### src/rtl/pwm_ramp_controller.sv
// Ramps the PWM duty-cycle value toward a commanded target in fixed steps at a programmable rate.
// Optional breathing mode (continuous up/down ramp) is enabled by defining PWM_RAMP_AUTOREVERSE_EN.
module pwm_ramp_controller #(
  parameter int unsigned DUTY_W     = 8,
  parameter int unsigned PRESCALE_W = 16
) (
  input  logic                  clk,
  input  logic                  rst,
  input  logic                  start,
  input  logic                  abort,
  input  logic [DUTY_W-1:0]     target_duty,
  input  logic [DUTY_W-1:0]     step_size,
  input  logic [PRESCALE_W-1:0] prescale,
  output logic [DUTY_W-1:0]     duty_out,
  output logic                  busy,
  output logic                  done
);

  typedef enum logic [1:0] {
    S_IDLE = 2'd0,
    S_RAMP = 2'd1,
    S_DONE = 2'd2
  } state_e;

  state_e                  state_q, state_d;
  logic [PRESCALE_W-1:0]   cnt_q, cnt_d;
  logic [PRESCALE_W-1:0]   pre_q, pre_d;
  logic [DUTY_W-1:0]       tgt_q, tgt_d;
  logic [DUTY_W-1:0]       step_q, step_d;
  logic [DUTY_W-1:0]       duty_d;
  logic                    busy_d;
  logic                    done_d;
  logic                    rev_hit;
`ifdef PWM_RAMP_AUTOREVERSE_EN
  logic [DUTY_W-1:0]       org_q, org_d;
`endif

  logic                    retarget;
  logic                    going_up;
  logic [DUTY_W-1:0]       tgt_eff;
  logic [DUTY_W-1:0]       step_eff;
  logic [DUTY_W-1:0]       step_nz;
  logic [DUTY_W-1:0]       diff;
  logic [DUTY_W-1:0]       inc;
  logic [DUTY_W-1:0]       stepped;

  // Next-state, datapath and registered-output values
  always_comb begin
    retarget = (state_q == S_RAMP) && start && !abort;
    tgt_eff  = retarget ? target_duty : tgt_q;
    step_eff = retarget ? step_size : step_q;
    step_nz  = (step_eff == '0) ? DUTY_W'(1) : step_eff;
    going_up = (tgt_eff > duty_out);
    diff     = going_up ? (tgt_eff - duty_out) : (duty_out - tgt_eff);
    // Clamp to the remaining distance so the step can neither overshoot nor wrap
    inc      = (step_nz < diff) ? step_nz : diff;
    stepped  = going_up ? (duty_out + inc) : (duty_out - inc);

    state_d  = state_q;
    cnt_d    = cnt_q;
    pre_d    = pre_q;
    tgt_d    = tgt_q;
    step_d   = step_q;
    duty_d   = duty_out;
    rev_hit  = 1'b0;
`ifdef PWM_RAMP_AUTOREVERSE_EN
    org_d    = org_q;
`endif

    case (state_q)
      S_IDLE: begin
        if (start && !abort) begin
          tgt_d  = target_duty;
          step_d = step_size;
          pre_d  = prescale;
          cnt_d  = prescale;
`ifdef PWM_RAMP_AUTOREVERSE_EN
          org_d  = duty_out;
`endif
          state_d = (target_duty == duty_out) ? S_DONE : S_RAMP;
        end
      end
      S_RAMP: begin
        if (abort) begin
          state_d = S_IDLE;
          cnt_d   = '0;
        end else begin
          if (retarget) begin
            tgt_d  = target_duty;
            step_d = step_size;
          end
          if (retarget && (target_duty == duty_out)) begin
            state_d = S_DONE;
          end else if (cnt_q != '0) begin
            cnt_d = cnt_q - PRESCALE_W'(1);
          end else begin
            cnt_d  = pre_q;
            duty_d = stepped;
            if (stepped == tgt_eff) begin
`ifdef PWM_RAMP_AUTOREVERSE_EN
              // Swap endpoints and keep breathing unless the ramp has zero span
              if (org_q != tgt_eff) begin
                tgt_d   = org_q;
                org_d   = tgt_eff;
                rev_hit = 1'b1;
              end else begin
                state_d = S_DONE;
              end
`else
              state_d = S_DONE;
`endif
            end
          end
        end
      end
      S_DONE: begin
        state_d = S_IDLE;
        if (abort) begin
          cnt_d = '0;
        end
      end
      default: begin
        state_d = S_IDLE;
      end
    endcase

    busy_d = (state_d != S_IDLE);
    done_d = (state_d == S_DONE) || rev_hit;
  end

  // State and output registers
  always_ff @(posedge clk) begin
    if (rst) begin
      state_q  <= S_IDLE;
      cnt_q    <= '0;
      pre_q    <= '0;
      tgt_q    <= '0;
      step_q   <= '0;
      duty_out <= '0;
      busy     <= 1'b0;
      done     <= 1'b0;
`ifdef PWM_RAMP_AUTOREVERSE_EN
      org_q    <= '0;
`endif
    end else begin
      state_q  <= state_d;
      cnt_q    <= cnt_d;
      pre_q    <= pre_d;
      tgt_q    <= tgt_d;
      step_q   <= step_d;
      duty_out <= duty_d;
      busy     <= busy_d;
      done     <= done_d;
`ifdef PWM_RAMP_AUTOREVERSE_EN
      org_q    <= org_d;
`endif
    end
  end

endmodule

### config.mk
export PLATFORM = sky130hd
export DESIGN_NAME = pwm_ramp_controller
export DESIGN_NICKNAME = d
export VERILOG_FILES = /design/src/rtl/pwm_ramp_controller.sv
export SDC_FILE = /design/constraint.sdc
export NUM_CORES = 1
export LEC_CHECK = 0
export CAP_MARGIN = 20
export CORE_ASPECT_RATIO = 1.4
export CORE_MARGIN = 1
export CORE_UTILIZATION = 60
export CTS_BUF_LIST = sky130_fd_sc_hd__clkbuf_8
export DETAILED_ROUTE_END_ITERATION = 6
export PLACE_DENSITY = 0.83
export SLEW_MARGIN = 0
export SYNTH_ARGS = -nofsm -noshare
export SYNTH_HDL_FRONTEND = slang
export SYNTH_SLANG_ARGS = --single-unit
### constraint.sdc
create_clock -name clk -period 10.3 [get_ports clk]
set_input_delay 1.03 -clock clk [delete_from_list [all_inputs] [get_ports clk]]
set_output_delay 1.03 -clock clk [all_outputs]
set_load 0.01 [all_outputs]
After elaboration in Yosys (flattened, before gate mapping):

Index checks and enable logic that the tools add are counted.

* output and inout bits: 10
* register bits: 60
* input port bits: 36
* word-level logic and storage cells: 67

* order comparisons: 2
* bitwise gates (word level): 3
* add/subtract/negate cells: 5
* eq/ne operators: 9
* mux-type cells: 25
* reductions and logical operators: 15

Operators by type and width (count)
* 16-bit 2-to-1 mux: 5
* 8-bit 2-to-1 mux: 10
* 16-bit one-hot mux with 3 select lines: 1
* 8-bit one-hot mux with 2 select lines: 2
* 8-bit subtractor: 3
* 8-bit equality test: 2
* 16-bit nonzero test: 1
* 16-bit by 1-bit subtractor with 16-bit output, second input constant: 1
* 2-bit 2-to-1 mux: 6
* 8-bit adder: 1
* 8-bit greater-than comparator: 1
* 8-bit logical NOT: 1
* 8-bit less-than comparator: 1
* 4-bit AND reduction: 2
* 2-bit inequality test, second input constant: 3
* 2-bit equality test, second input constant: 2
* 1-bit logical AND: 4
* 2-bit one-hot mux with 2 select lines: 1
* 2-bit nonzero test: 2
* 3-bit inequality test, second input constant: 1
* 1-bit NOT: 3
* 3-bit AND reduction: 1
* 3-bit nonzero test: 1
* 2-bit by 1-bit equality test with 1-bit output, second input constant: 1
* other kinds (3): 3

Logic depth before layout (Yosys ltp):

Gate-level depths: netlist of the first run.

* depth after elaboration: 17
* gate-level depth with buffers: 41
* mapped depth without buffers: 37

Worst setup path after synthesis of the first run:

Ideal clock, no wire load.

* kind: input to register
* start: input abort
* end: register busy
* setup time: 73 ps
* path slack: 1565 ps
* required time: 10227 ps
* stages: 35
* buffers on the path: 4
* arrival: 8661 ps
* cell sequence: and3b_1 buf_2 buf_1 mux2i_1 ha_1 fa_1 and3b_1 o21a_1 o21ai_2 mux2_2 a221oi_1 xor2_1 ha_1 and3_1 nand3_1 or2_2 o32ai_1 a211o_1 clkbuf_1 buf_1 nor3_1 a21o_1 inv_1 ha_1 nor2b_1 o21ai_0 nand2b_1 a21o_1 a21oi_1 o21ai_0 xnor2_1 xnor2_4 xnor3_1 o211a_1 o211ai_2

* word-level cells in the longest chain between the ends: 16
* elaborated cells between the ends (all ways): 25
* classes of those cells: 4 x add/sub; 2 x order compare; 1 x eq/ne; 12 x mux; 6 x reduce/logical

Ends and longest elaborated chain
* start: declaration: RTL line 10 `input logic abort,`
* 1-bit logical NOT: RTL line 49, 72
* 1-bit logical AND: RTL line 49 `retarget = (state_q == S_RAMP) && start && !abort;`
* 8-bit 2-to-1 mux
* 8-bit subtractor, or another cell as far along: RTL line 54 `diff = going_up ? (tgt_eff - duty_out) : (duty_out - tgt_eff);`
* 8-bit 2-to-1 mux (on tied branches): RTL line 54, 52
* 8-bit less-than comparator: RTL line 56 `inc = (step_nz < diff) ? step_nz : diff;`
* 8-bit 2-to-1 mux: RTL line 56
* 8-bit subtractor / 8-bit adder (equally long branches): RTL line 57 `stepped = going_up ? (duty_out + inc) : (duty_out - inc);`
* 8-bit 2-to-1 mux: RTL line 57
* 8-bit equality test: RTL line 99 `if (stepped == tgt_eff) begin`
* 2-bit 2-to-1 mux: RTL line 99
* 2-bit 2-to-1 mux: RTL line 94 `end else if (cnt_q != '0) begin`
* 2-bit 2-to-1 mux: RTL line 92 `if (retarget && (target_duty == duty_out)) begin`
* 2-bit 2-to-1 mux: RTL line 84 `if (abort) begin`
* 2-bit one-hot mux with 2 select lines (*): RTL line 70 `case (state_q)`
* 2-bit nonzero test (*): RTL line 127 `busy_d = (state_d != S_IDLE);`
* end signal: assignment: RTL line 152 `busy <= busy_d;`
* end: declaration: RTL line 15 `output logic busy,`

Mark *: on every way between the ends. The rest lies on a longest branch, timed or not.
A chain may end at the register's enable or synchronous reset.

Worst setup path after layout of the first run:

Ends and elaborated chain as after synthesis.

==> summary.txt, run 1 <==
Synthesis
  – Cell Area, Synth: ~5000 um^2
  – Synth top area share: roughly 25%
  – Adder-cell share of the synthesized area: 9.47%
  – Synth Net Count: slightly above 700
  – Main combinational cell family by area after synthesis: simple AND/OR/NAND/NOR gates
  – Avg Cell Area, Syn: about 7.7 um^2
  – Gate Count Post-Synth: ~630
  – Compound-gate portion of the synthesized area: between 20 and 25%
  – Area share of and/or/nand/nor cells after synthesis: 23.8%
  – Yosys reg bits: 60
  – Multiplexer share of the synthesized area: 6.87%
  – Post-synth EDFFs: 0
  – Post-Synth XOR/XNOR Area: ~8.3%
  – Synth Warn #: 0
  – Synth top area cells: dfxtp_1 (25%), nand2_1 (9.0%), ha_1 (8.2%)
  – Synth unique cells: 70
  – Post-synth top area cell: dfxtp_1
  – Sequential fraction of the synthesis area: approximately a quarter
  – Top FF cell, synth: dfxtp_1
  – Synth async-reset ratio: 0%

CTS
  – Post-CTS Setup Bufs: 0
  – Clock-pin slew on the worst setup and hold paths: roughly 0.07 ns
  – Clock Path Buffers: 2
  – CTS Sinks: 60
  – H-tree levels: 3
  – CTS tree: built
  – TritonCTS Buffers: 9
  – CTS root buf: clkbuf_8
  – Hold buffer count at CTS: 0
  – Clock Latency Late Sink: around 0.34 ns
  – Post-CTS sizing: 0

Place
  – Port bufs: 45
  – GP Congestion: ~0.97
  – HPWL after DPL: a little under 10000 um
  – Place WS: between 0.3 and 0.4 ns

Detailed routing
  – Vias per inst: around 6.2
  – Drt first pass iters: 5
  – DR vias: around 4.8k
  – Antenna Nets Post-Route: 0
  – Final WL: between 10000 and 15000 um
  – Remaining DRCs: 0
  – Initial DRC Count: ~330
  – Drt wl/cell: approximately 17 um

Power
  – P_int: 568 uW
  – Switching portion of total power: between 40% and 50%
  – Max VDD drop: 0.118 mV
  – Power consumption: approximately 980 uW
  – Clock power frac: 18.9%
  – Leakage: around 2.3 nW
  – Pwr/cell area: 178 nW/um^2
  – Reg power frac: 26.4%
  – Comb power frac: a little over half
  – Sw power: 417 uW

Timing
  – Max-slew violation count: 0
  – Final Hold Vio Count: 0
  – Period utilization: a little over nine tenths
  – RSZ-0062 raised after global routing: false
  – FMAX: approximately 100 MHz
  – Sum of negative setup slack: 0 ns
  – Setup slack after layout: between 0.5 and 0.6 ns
  – Final setup viols: 0
  – Worst slew pin tran: 1.05 ns
  – Slew HR: between 20% and 30%
  – Final min period: between 9 and 10 ns
  – Clock Skew: between 0.009 and 0.01 ns

Setup path
  – Worst Setup Start Kind: primary input
  – Max incr delay on CP: about 0.9 ns
  – Maximum fanout along the worst path: 20
  – WS Path Type: in -> reg
  – CP max stage cell: and3b_1
  – Crit. End Element: register
  – CP required: between 10 and 15 ns
  – Critical Path AT: around 10 ns

Global routing
  – Initial antenna violation count: 0
  – Largest net degree at the start of global routing: between 50 and 60
  – Gr ovfl total: 0
  – Global-route wire length before repair: roughly 21000 um
  – Tot GR Track Use: ~32%
  – Vias in the first global route: 4684

Floorplan
  – Core ar.: 7800 um^2
  – Die Ht: between 100 and 150 um
  – I/O pins: 46
  – Die area: 8470 um^2
  – Site row count: 38
  – Initial Utilization: 62.3%
  – Die W: 78.1 um

Final layout
  – Commonest non-fill, non-tap cell in the layout: nand2_1
  – Final nets: 739
  – Diode count: 0
  – Most frequent cells in the layout: nand2_1 (116), a21oi_1 (62), dfxtp_1 (60)
  – Layout cell share with drive strength beyond 1: between 7 and 8%
  – Syn-to-layout area delta: 14.0%

Flow run
  – Max cap viols: 0

Worst hold path
  – Worst Hold Class: reg -> reg

Outcome
  – Outcome: finished clean
==> logic make-up after synthesis <==
group | Yosys count
multiplexers | 31
AO/OA/AOI/OAI | 164
adder cells (fa/ha/maj) | 35
buffers and inverters | 59
XOR/XNOR | 39
AND/OR/NAND/NOR | 246
flip-flops | 60
==> final timing paths <==
path         slack [ns]                    end                   from  cells past startpoint
max                0.51        busy$_SDFF_PP0_                  abort                     35
min reg2reg        0.45  pre_q[5]$_SDFFE_PP0P_  pre_q[5]$_SDFFE_PP0P_                      2
min                0.45  pre_q[5]$_SDFFE_PP0P_  pre_q[5]$_SDFFE_PP0P_                      2
max reg2reg        0.98        busy$_SDFF_PP0_  state_q[1]$_SDFF_PP0_                     36
==> critical path, delay by kind of cell <==
family / cells / cell delay, ns
adder cells (fa/ha/maj): 3 / 1.06
AND/OR/NAND/NOR: 8 / 1.95
buffers and inverters: 5 / 1.19
XOR/XNOR: 3 / 0.91
multiplexers: 2 / 0.70
AO/OA/AOI/OAI: 14 / 3.22
==> sequential cells by signal, summed over array words and instances (netlist names) <==
register and flops:
cnt_q 16, pre_q 16, duty_out 8, step_q 8, tgt_q 8, state_q 2, busy 1, done 1
==> final cells by class <==
| cell class | count | area, um^2 |
|---|---|---|
| multi-input combinational | 515 | 3430 |
| fill | 645 | 2260 |
| sequential | 60 | 1200 |
| timing repair buffer | 51 | 494 |
| clock buffer | 10 | 138 |
| tap | 100 | 125 |
| inverter | 31 | 116 |
| clock inverter | 6 | 32.5 |
==> through the flow <==
step	area, um^2	util (%)	hold WS [ns]	instances
final	5540	71.1	0.454	773
after detailed placement	5360	68.7	0.445	756
after global routing	5540	71.1	0.478	773
after CTS	5530	70.9	0.458	772
after floorplan	4860	-	0.429	634
after global placement	5360	68.7	0.438	756
==> synthesized netlist by cell type, drive strengths merged (3+ instances only) <==
| cell | instances |
|---|---|
| xnor3 | 3 |
| ha | 32 |
| xor2 | 13 |
| or3 | 10 |
| a311oi | 9 |
| or2 | 3 |
| and2 | 4 |
| a21o | 12 |
| o211ai | 8 |
| fa | 3 |
| nand2 | 116 |
| o21ai | 28 |
| nand4 | 6 |
| mux2i | 25 |
| buf | 9 |
| nand3 | 3 |
| mux2 | 6 |
| and3 | 4 |
| nor2b | 6 |
| a31oi | 4 |
| dfxtp | 60 |
| inv | 31 |
| nor3 | 16 |
| nor3b | 4 |
| xnor2 | 23 |
| a211oi | 18 |
| clkbuf | 19 |
| nor2 | 55 |
| a21oi | 63 |
| nand2b | 5 |
==> layer usage <==
layer  global-route usage (%)  wire, um
met3                     6.08       524
met4                     20.0       612
met5                        0         0
met1                     33.2      5150
met2                     58.9      6770
==> power groups by stage <==
| stage | clock, mW | sequential, mW | combinational (mW) |
|---|---|---|---|
| after floorplan | 0 | 0.261 | 0.411 |
| after global placement | 0 | 0.264 | 0.512 |
| after detailed placement | 0 | 0.264 | 0.523 |
| after CTS | 0.189 | 0.259 | 0.530 |
| after global routing | 0.198 | 0.262 | 0.583 |
| final | 0.187 | 0.260 | 0.538 |
No activity file was read; power rests on OpenSTA's default activity.
==> inputs of run 2 (changes only) <==
Settings changed: HOLD_SLACK_MARGIN set to 0.05.
==> results of run 2 <==
Final layout, timing and power as in run 1 (identical DEF).
==> inputs of run 3 (changes only) <==
Settings changed: MAX_ROUTING_LAYER set to met4.
==> run 3 against run 2 <==
- clock power up 44%
- die area unchanged
- global-route usage up 0.80 points
- critical path depth unchanged
- sequential cell count unchanged
- cell count up 0.13%
- worst hold slack worse by 0.00072 ns
- register-to-register slack better by 0.36 ns
- sequential power about the same
- maximum frequency up 4.0%
- largest power group unchanged
- via count up 0.38%
- utilization up 1.1 points
==> summary.txt, run 3 (synthesis gave the netlist of run 1 again) <==
Power
  – Comb power frac: 50.4%
  – Switching portion of total power: about two fifths
  – Clock power frac: between 20% and 30%
  – P_int: roughly 640 uW
  – Leakage: roughly 2.3 nW
  – Reg power frac: between 20% and 30%
  – Power consumption: about 1.1 mW
  – Max VDD drop: 0.150 mV
  – Pwr/cell area: 190 nW/um^2
  – Sw power: about 420 uW

Setup path
  – CP required: around 11 ns
  – WS Path Type: in -> reg
  – CP max stage cell: and3b_2
  – Critical Path AT: 9.69 ns
  – Worst setup path endpoint: state_q[1]$_SDFF_PP0_
  – Reg2reg path depth: 36
  – Worst setup path startpoint: abort
  – R2R setup slack: 1.34 ns
  – Max incr delay on CP: just over 0.6 ns
  – Maximum fanout along the worst path: 20
  – Reg2reg start: state_q[1]$_SDFF_PP0_
  – Worst Setup Start Kind: primary input
  – FF-to-FF End: state_q[1]$_SDFF_PP0_
  – Crit. End Element: register

Timing
  – Max-slew violation count: 0
  – Worst slew pin tran: 1.08 ns
  – Period utilization: 91.4%
  – Sum of negative setup slack: 0 ns
  – Final min period: approximately 9.4 ns
  – Slew HR: roughly 28%
  – RSZ-0062 raised after global routing: false
  – Final Hold Vio Count: 0
  – Setup slack after layout: ~0.9 ns
  – Hold Slack: about 0.45 ns
  – FMAX: between 100 and 150 MHz
  – Final setup viols: 0
  – Clock Skew: between 0.01 and 0.015 ns

Outcome
  – Outcome: finished clean

Floorplan
  – Die area: 8470 um^2
  – Initial Utilization: 62.3%
  – I/O pins: 46
  – Site row count: 38
  – Die Ht: roughly 110 um
  – Die W: 78.1 um
  – Core ar.: slightly below 8000 um^2

Detailed routing
  – DR vias: 4774
  – Drt wl/cell: ~17 um
  – Drt first pass iters: 5
  – Initial DRC Count: 243
  – Remaining DRCs: 0
  – Vias per inst: a little over 6
  – Antenna Nets Post-Route: 0
  – Final WL: between 10000 and 15000 um

CTS
  – CTS tree: built
  – Clock Latency Late Sink: between 0.3 and 0.4 ns
  – TritonCTS Buffers: 9
  – Hold buffer count at CTS: 0
  – CTS root buf: clkbuf_8
  – Clock Path Buffers: 2
  – CTS Sinks: 60
  – H-tree levels: 3
  – Clock-pin slew on the worst setup and hold paths: 0.07 ns

Final layout
  – Layout cell share with drive strength beyond 1: 7.72%
  – Most frequent cells in the layout: nand2_1 (116), a21oi_1 (62), dfxtp_1 (60)
  – Diode count: 0
  – Layout fillers: around 630
  – Commonest non-fill, non-tap cell in the layout: nand2_1
  – Storage cell area: roughly 1200 um^2
  – Final nets: 740
  – Area of the multi-input gates: between 3000 and 4000 um^2
  – Syn-to-layout area delta: 15.8%
  – Largest registers: cnt_q (16), pre_q (16)

Global routing
  – Largest net degree at the start of global routing: between 50 and 60
  – Global-route wire length before repair: approximately 21000 um
  – Vias in the first global route: about 4.6k
  – Gr ovfl total: 0
  – Tot GR Track Use: 32.9%
  – Initial antenna violation count: 0

Worst hold path
  – Worst Hold Class: reg -> reg

Flow run
  – Max cap viols: 0

Place
  – HPWL after DPL: 9710 um
  – Port bufs: 45
  – GP Congestion: between 0.9 and 1
  – Place WS: roughly 0.38 ns
-- run 3: cell types whose count changed in the layout (fill, tap and decap cells not counted) --
cell,before,now
clkinv_2,2,1
bufinv_16,0,3
clkinv_4,0,1
clkinvlp_4,2,1
buf_2,1,2
inv_1,33,31
and3b_1,2,1
and3b_2,0,1
-- run 3: through the flow --
stage,std cells,utilization (%),cell area (um^2)
3_3_place_gp,756,68.7,5360
4_1_cts,772,71.9,5610
5_1_grt,774,72.1,5630
2_1_floorplan,634,-,4860
3_5_place_dp,756,68.7,5360
6_report,774,72.1,5630
-- run 3: final cells by class --
type | count | area share (%)
sequential | 60 | 21.4
tap | 100 | 2.22
multi-input combinational | 515 | 61.1
clock buffer | 10 | 2.45
inverter | 31 | 2.07
clock inverter | 6 | 1.98
timing repair buffer | 52 | 8.87
-- run 3: what timing repair did --
action | 4_1_cts | 5_1_grt
setup endpoints to repair | 0 | 2
buffers inserted | 0 | 0
gates resized for setup | 0 | 1
-- run 3: power by group through the flow --
stage          registers, mW  logic, mW  clock network [mW]
2_1_floorplan          0.261      0.411                   0
3_3_place_gp           0.264      0.517                   0
3_5_place_dp           0.265      0.524                   0
4_1_cts                0.259      0.530               0.271
5_1_grt                0.262      0.585               0.281
6_report               0.260      0.537               0.269
-- run 3: worst max-delay path: cells and delay by family --
kind | cells | cell delay, ns
compound gates | 13 | 3.02
simple gates | 9 | 1.84
mux | 2 | 0.65
xor+xnor | 3 | 0.94
fa+ha+maj | 3 | 1.01
buf+inv | 5 | 1.18
-- run 3: worst min path at each step --
stage / cells past startpoint / end / from / slack (ns)
after floorplan: 2 / tgt_q[3]$_SDFFE_PP0P_ / tgt_q[3]$_SDFFE_PP0P_ / 0.43
after global placement: 2 / pre_q[6]$_SDFFE_PP0P_ / pre_q[6]$_SDFFE_PP0P_ / 0.44
after detailed placement: 2 / tgt_q[4]$_SDFFE_PP0P_ / tgt_q[4]$_SDFFE_PP0P_ / 0.44
after CTS: 2 / pre_q[6]$_SDFFE_PP0P_ / pre_q[6]$_SDFFE_PP0P_ / 0.45
after global routing: 2 / tgt_q[5]$_SDFFE_PP0P_ / tgt_q[5]$_SDFFE_PP0P_ / 0.47
final: 2 / pre_q[6]$_SDFFE_PP0P_ / pre_q[6]$_SDFFE_PP0P_ / 0.45
-- run 3: per-layer routing --
metal | share of wire, % | vias to the layer above | routed length (um) | track usage (%)
li1 | - | 2301 | - | -
met1 | 39 | 2281 | 5090 | 34.3
met2 | 53 | 150 | 6950 | 58.2
met3 | 4.1 | 42 | 541 | 5.15
met4 | 3.7 | 0 | 480 | 19.2
met5 | 0 | - | 0 | -
==> RTL edit 1: new RTL, settings of run 1 <==
Set the parameter `PRESCALE_W` to 32 (it was 16).
--- a/src/rtl/pwm_ramp_controller.sv
+++ b/src/rtl/pwm_ramp_controller.sv
@@ -3,5 +3,5 @@
 module pwm_ramp_controller #(
   parameter int unsigned DUTY_W     = 8,
-  parameter int unsigned PRESCALE_W = 16
+  parameter int unsigned PRESCALE_W = 32
 ) (
   input  logic                  clk,
Interface: changed (resized prescale); port bits go from 46 to 62. The function was not compared with the original's and may differ.
==> RTL edit 1 against run 1 <==
- global-route usage shrank 0.89 points
- sequential cell count grew 32
- power grew 11%
- register-to-register slack gained 0.16 ns
- critical endpoint unchanged
- synthesized area grew 29%
- design area grew 28%
- core utilization shrank 0.63 points
- non-clock buffer count grew 17
- worst setup slack gained 0.24 ns
- critical path depth shrank 5
- sequential share of layout area grew 4.3 points
- via count grew 26%
- routed wire length grew 22%
- count of clock-buffer cells in the layout is the same
==> RTL edit 1: results (changes against run 1) <==
stage	metric	value	unit	change
synth	Seq/Total Area, Yosys	29.3	%	+4.6 points
worst_hold_path	HP Class	reg -> reg		
synth	Post-Syn Nets	916		+30%
synth	fraction of registers with async set or reset after synthesis	0	%	unchanged
drt	First-pass DRT Iterations	7		+2
global_route	largest net degree at the start of global routing	91		+54%
global_route	initial antenna violation count	0		unchanged
cts	Root Buffer	clkbuf_8		
cells_and_area	Antenna Cells	0		unchanged
drt	Initial DRC Count	307		-7.5%
critical_path	Worst R2R Start	state_q[0]$_SDFF_PP0_		
pwr	peak supply drop	0.110	mV	-6.9%
critical_path	FF-to-FF setup slack	1.14	ns	+0.16 ns
synth	Avg Inst Size Synth	7.58	um2	-1.1%
drt	WL met3	606	um	+16%
critical_path	max incr delay on CP	0.97	ns	+0.08 ns
place	dpl cells	984		+30%
synth	commonest cells in the netlist	nand2_1, nor2_1, dfxtp_1		
sta	clock skew	0.0124	ns	+0.00261 ns
critical_path	critical path arrival	9.85	ns	-0.21 ns
drt	met1 wire length	6370	um	+24%
sta	Worst-Margin Slew	1.12	ns	+0.0651 ns
cts	Clock Latency Late Sink	0.36	ns	+0.02 ns
cts	CTS Buf Count	9		unchanged
place	pre-CTS setup slack	0.267	ns	-0.104 ns
global_route	GRT Total Usage	31.2	%	-0.89 points
worst_hold_path	hold path start	tgt_q[7]$_SDFFE_PP0P_		
global_route	vias in the first global route	5778		+23%
synth	synth top area cells	dfxtp_1, nand2_1, a21oi_1, ha_1, nor2_1		
cts	clock-pin slew on the worst setup and hold paths	0.09	ns	+0.02 ns
critical_path	CP max-delay cell	o41ai_4		
place	RD Place Congestion	0.921		-5.0%
cts	CTS resizes	0		unchanged
drt	met2 WL	8360	um	+23%
place	dpl hpwl	11500	um	+18%
place	Post-DP Area	0.00693	mm2	+29%
cells_and_area	nets@finish	947		+28%
cells_and_area	Regs by FF count	cnt_q: 32 flops, pre_q: 32 flops		
pwr	Pleak	0.00291	uW	+28%
drt	top routing layer used	met4		
cells_and_area	share of cells above drive strength 1	4.41	%	-2.7 points
cts	Longest Clk Path Bufs	2		unchanged
critical_path	Top delay family on crit path	compound AO/OA/AOI/OAI gates		
drt	Vias/cell	6.03		-1.9%
sta	final worst-path cycle share	92.7	%	-2.3 points
place	IO buf count	61		+36%
critical_path	Critical Path Source	abort		
synth	Syn. warnings	0		unchanged
critical_path	worst-path fanout max	22		+10%
global_route	first-pass GRT wire length	26600	um	+25%
drt	mean routed wirelength per cell	16.0	um	-5.3%
drt	Routed WL	15900	um	+22%
sta	Min Hold Slack	0.452	ns	-0.00126 ns
run_status	status	complete, no violations		
synth	ys flop type	dfxtp_1		
synth	post-synthesis cell type count	65		-7.1%
## RTL edit 1: cell families (layout without fill, tap and decap cells)
kind of cell    Yosys count  after routing  share of synthesized area (%)
simple gates            315            315                           22.3
compound gates          206            206                           21.0
flops                    92             92                           29.3
buf+inv                  88            120                           5.71
xor+xnor                 54             54                           7.96
mux                      39             39                           6.33
fa+ha+maj                35             35                           7.32
## RTL edit 1: worst min-delay path, cell delays in order, from the launching register on
cell     delay [ns]
dfxtp_1        0.31
nand2_1        0.05
a21oi_1        0.05
## RTL edit 1: final cells by class
class                           instances  area (um2)
Clock buffer                           10         138
Clock inverter                          2        15.0
Fill cell                             841        2980
Inverter                               40         150
Multi-Input combinational cell        649        4110
Sequential cell                        92        1840
Tap cell                              135         169
Timing Repair Buffer                   68         658
## RTL edit 1: per-stage QoR
stage	utilization, %	total power [uW]
final	70.4	1090
after global routing	70.4	1170
after CTS	70.4	1090
after detailed placement	68.8	884
after global placement	68.8	874
after floorplan	-	769
## RTL edit 1: per-layer routing
metal / vias up / global-route usage (%)
li1: 2957 / -
met1: 2838 / 35.5
met2: 178 / 55.8
met3: 37 / 4.07
met4: 0 / 16.3
met5: - / 0
## RTL edit 1: final timing paths
kind	to	cells past startpoint
hold / removal	tgt_q[7]$_SDFFE_PP0P_	2
setup reg to reg	busy$_SDFF_PP0_	30
hold reg to reg	tgt_q[7]$_SDFFE_PP0P_	2
setup / recovery	busy$_SDFF_PP0_	30
## RTL edit 1: power breakdown
part / leakage, uW / internal (uW) / total [uW] / switching, uW
combinational: 0.00208 / 209 / 482 / 274
clock: 0.0000722 / 89.1 / 209 / 120
sequential: 0.000754 / 380 / 402 / 22.7
==> RTL edit 2: new RTL, flow settings as in run 1 <==
Made on the original files. Register the inputs `start`, `abort`, `target_duty`, `step_size` and `prescale` before use, without a reset. The logic sees them one clock later.
--- a/src/rtl/pwm_ramp_controller.sv
+++ b/src/rtl/pwm_ramp_controller.sv
@@ -22,4 +22,18 @@
     S_DONE = 2'd2
   } state_e;
+
+  logic start_q;
+  logic abort_q;
+  logic [DUTY_W-1:0] target_duty_q;
+  logic [DUTY_W-1:0] step_size_q;
+  logic [PRESCALE_W-1:0] prescale_q;
+
+  always_ff @(posedge clk) begin
+    start_q       <= start;
+    abort_q       <= abort;
+    target_duty_q <= target_duty;
+    step_size_q   <= step_size;
+    prescale_q    <= prescale;
+  end
 
   state_e                  state_q, state_d;
@@ -47,7 +61,7 @@
   // Next-state, datapath and registered-output values
   always_comb begin
-    retarget = (state_q == S_RAMP) && start && !abort;
-    tgt_eff  = retarget ? target_duty : tgt_q;
-    step_eff = retarget ? step_size : step_q;
+    retarget = (state_q == S_RAMP) && start_q && !abort_q;
+    tgt_eff  = retarget ? target_duty_q : tgt_q;
+    step_eff = retarget ? step_size_q : step_q;
     step_nz  = (step_eff == '0) ? DUTY_W'(1) : step_eff;
     going_up = (tgt_eff > duty_out);
@@ -70,25 +84,25 @@
     case (state_q)
       S_IDLE: begin
-        if (start && !abort) begin
-          tgt_d  = target_duty;
-          step_d = step_size;
-          pre_d  = prescale;
-          cnt_d  = prescale;
+        if (start_q && !abort_q) begin
+          tgt_d  = target_duty_q;
+          step_d = step_size_q;
+          pre_d  = prescale_q;
+          cnt_d  = prescale_q;
 `ifdef PWM_RAMP_AUTOREVERSE_EN
           org_d  = duty_out;
 `endif
-          state_d = (target_duty == duty_out) ? S_DONE : S_RAMP;
+          state_d = (target_duty_q == duty_out) ? S_DONE : S_RAMP;
         end
       end
       S_RAMP: begin
-        if (abort) begin
+        if (abort_q) begin
           state_d = S_IDLE;
           cnt_d   = '0;
         end else begin
           if (retarget) begin
-            tgt_d  = target_duty;
-            step_d = step_size;
+            tgt_d  = target_duty_q;
+            step_d = step_size_q;
           end
-          if (retarget && (target_duty == duty_out)) begin
+          if (retarget && (target_duty_q == duty_out)) begin
             state_d = S_DONE;
           end else if (cnt_q != '0) begin
@@ -116,5 +130,5 @@
       S_DONE: begin
         state_d = S_IDLE;
-        if (abort) begin
+        if (abort_q) begin
           cnt_d = '0;
         end
Formal check against the unedited RTL: not equivalent (a bounded check fails within 4 cycles, from zero or initial values and one cycle with rst high).
==> RTL edit 2 against run 1 <==
- design area is 10% higher
- routed wire length is 0.85% higher
- power is 14% higher
- worst setup slack better by 1.3 ns
- synthesized area is 11% higher
- sequential cell count is 34 higher
- critical path depth is 1 lower
- core utilization is 0.45 points lower
- first-iteration DRC count is 24% lower
- synthesized cell count is 4.7% higher
==> RTL edit 2: results (changes against run 1) <==
stage	metric	value	unit	change
sta	Worst-Margin Slew	0.770	ns	-0.282 ns
floorplanning	Std-Cell Rows	40		+5.3%
critical_path	Top delay family on crit path	simple AND/OR/NAND/NOR gates		
critical_path	CP max-delay cell	nor4_1		
drt	Routed WL	13200	um	+0.85%
pwr	peak supply drop	0.162	mV	+37%
global_route	grt met1 use	34.3	%	+1.1 points
drt	met2 WL	6780	um	about the same
synth	Synth Register Bits	94		+57%
place	Post-DP Area	0.00586	mm2	+9.3%
drt	Initial DRC Count	251		-24%
place	RD Place Congestion	0.935		-3.5%
synth	Avg Inst Size Synth	8.13	um2	+6.0%
cells_and_area	FILL cells	710		+10%
run_status	status	complete, no violations		
cells_and_area	nets@finish	763		+3.2%
sta	clock skew	0.00841	ns	-0.00143 ns
synth	synth top area cells	dfxtp_1, nand2_1, ha_1, a21oi_1, mux2i_1		
global_route	first-pass GRT wire length	21500	um	+0.71%
drt	WL met3	494	um	-5.7%
synth	Post-Syn Nets	734		+4.1%
cells_and_area	share of cells above drive strength 1	6.30	%	-0.83 points
synth	commonest cells in the netlist	nand2_1, dfxtp_1, a21oi_1		
synth	Seq/Total Area, Yosys	34.9	%	+10 points
cells_and_area	multi-input logic area	0.00320	mm2	-6.7%
critical_path	max incr delay on CP	0.48	ns	-0.41 ns
synth	post-synthesis cell type count	64		-8.6%
cts	Clock Latency Late Sink	0.36	ns	+0.02 ns
drt	DR vias	4798		+0.88%
global_route	met2 GRT Util	51.6	%	-7.3 points
-- RTL edit 2: cell types whose count changed after synthesis, moves of 7 or more --
| cell | before | now |
|---|---|---|
| a21o_1 | 12 | 3 |
| a21oi_1 | 63 | 55 |
| xor2_1 | 13 | 20 |
| o21ai_0 | 26 | 40 |
| o221ai_1 | 1 | 10 |
| a211oi_1 | 17 | 1 |
| inv_1 | 31 | 47 |
| nand2_1 | 116 | 104 |
| dfxtp_1 | 60 | 94 |
-- RTL edit 2: cell families (layout without fill, tap and decap cells) --
logic type / after synthesis / count (layout) / synth area share [%]
AOI/OAI and AO/OA: 155 / 155 / 18.6
DFF: 94 / 94 / 34.9
and+or+nand+nor: 231 / 231 / 19.5
adders and majority gates: 34 / 34 / 8.30
muxes: 32 / 32 / 6.42
xor gates and xnor gates: 40 / 40 / 6.49
buffers and inverters: 78 / 112 / 5.82
-- RTL edit 2: final timing paths --
check	startpoint	end	slack [ns]	depth (start not counted)
worst min-delay path	prescale_q[3]$_DFF_P_	pre_q[3]$_SDFFE_PP0P_	0.45	2
worst max-delay path	state_q[1]$_SDFF_PP0_	done$_SDFF_PP0_	1.79	34
worst max register to register	state_q[1]$_SDFF_PP0_	done$_SDFF_PP0_	1.79	34
worst min register to register	prescale_q[3]$_DFF_P_	pre_q[3]$_SDFFE_PP0P_	0.45	2
-- RTL edit 2: cell type report --
type | instances | share of cell area (%)
multi-input cells | 492 | 52.4
flip-flops and latches | 94 | 30.8
repair buffers | 49 | 8.37
inverters | 47 | 2.89
clock buffers | 11 | 2.48
well taps | 105 | 2.15
clock inverters | 5 | 0.921
-- RTL edit 2: power by group --
| part | internal, uW | switching, uW |
|---|---|---|
| Clock | 126 | 127 |
| Combinational | 202 | 271 |
| Sequential | 384 | 17.9 |
| Total | 712 | 415 |
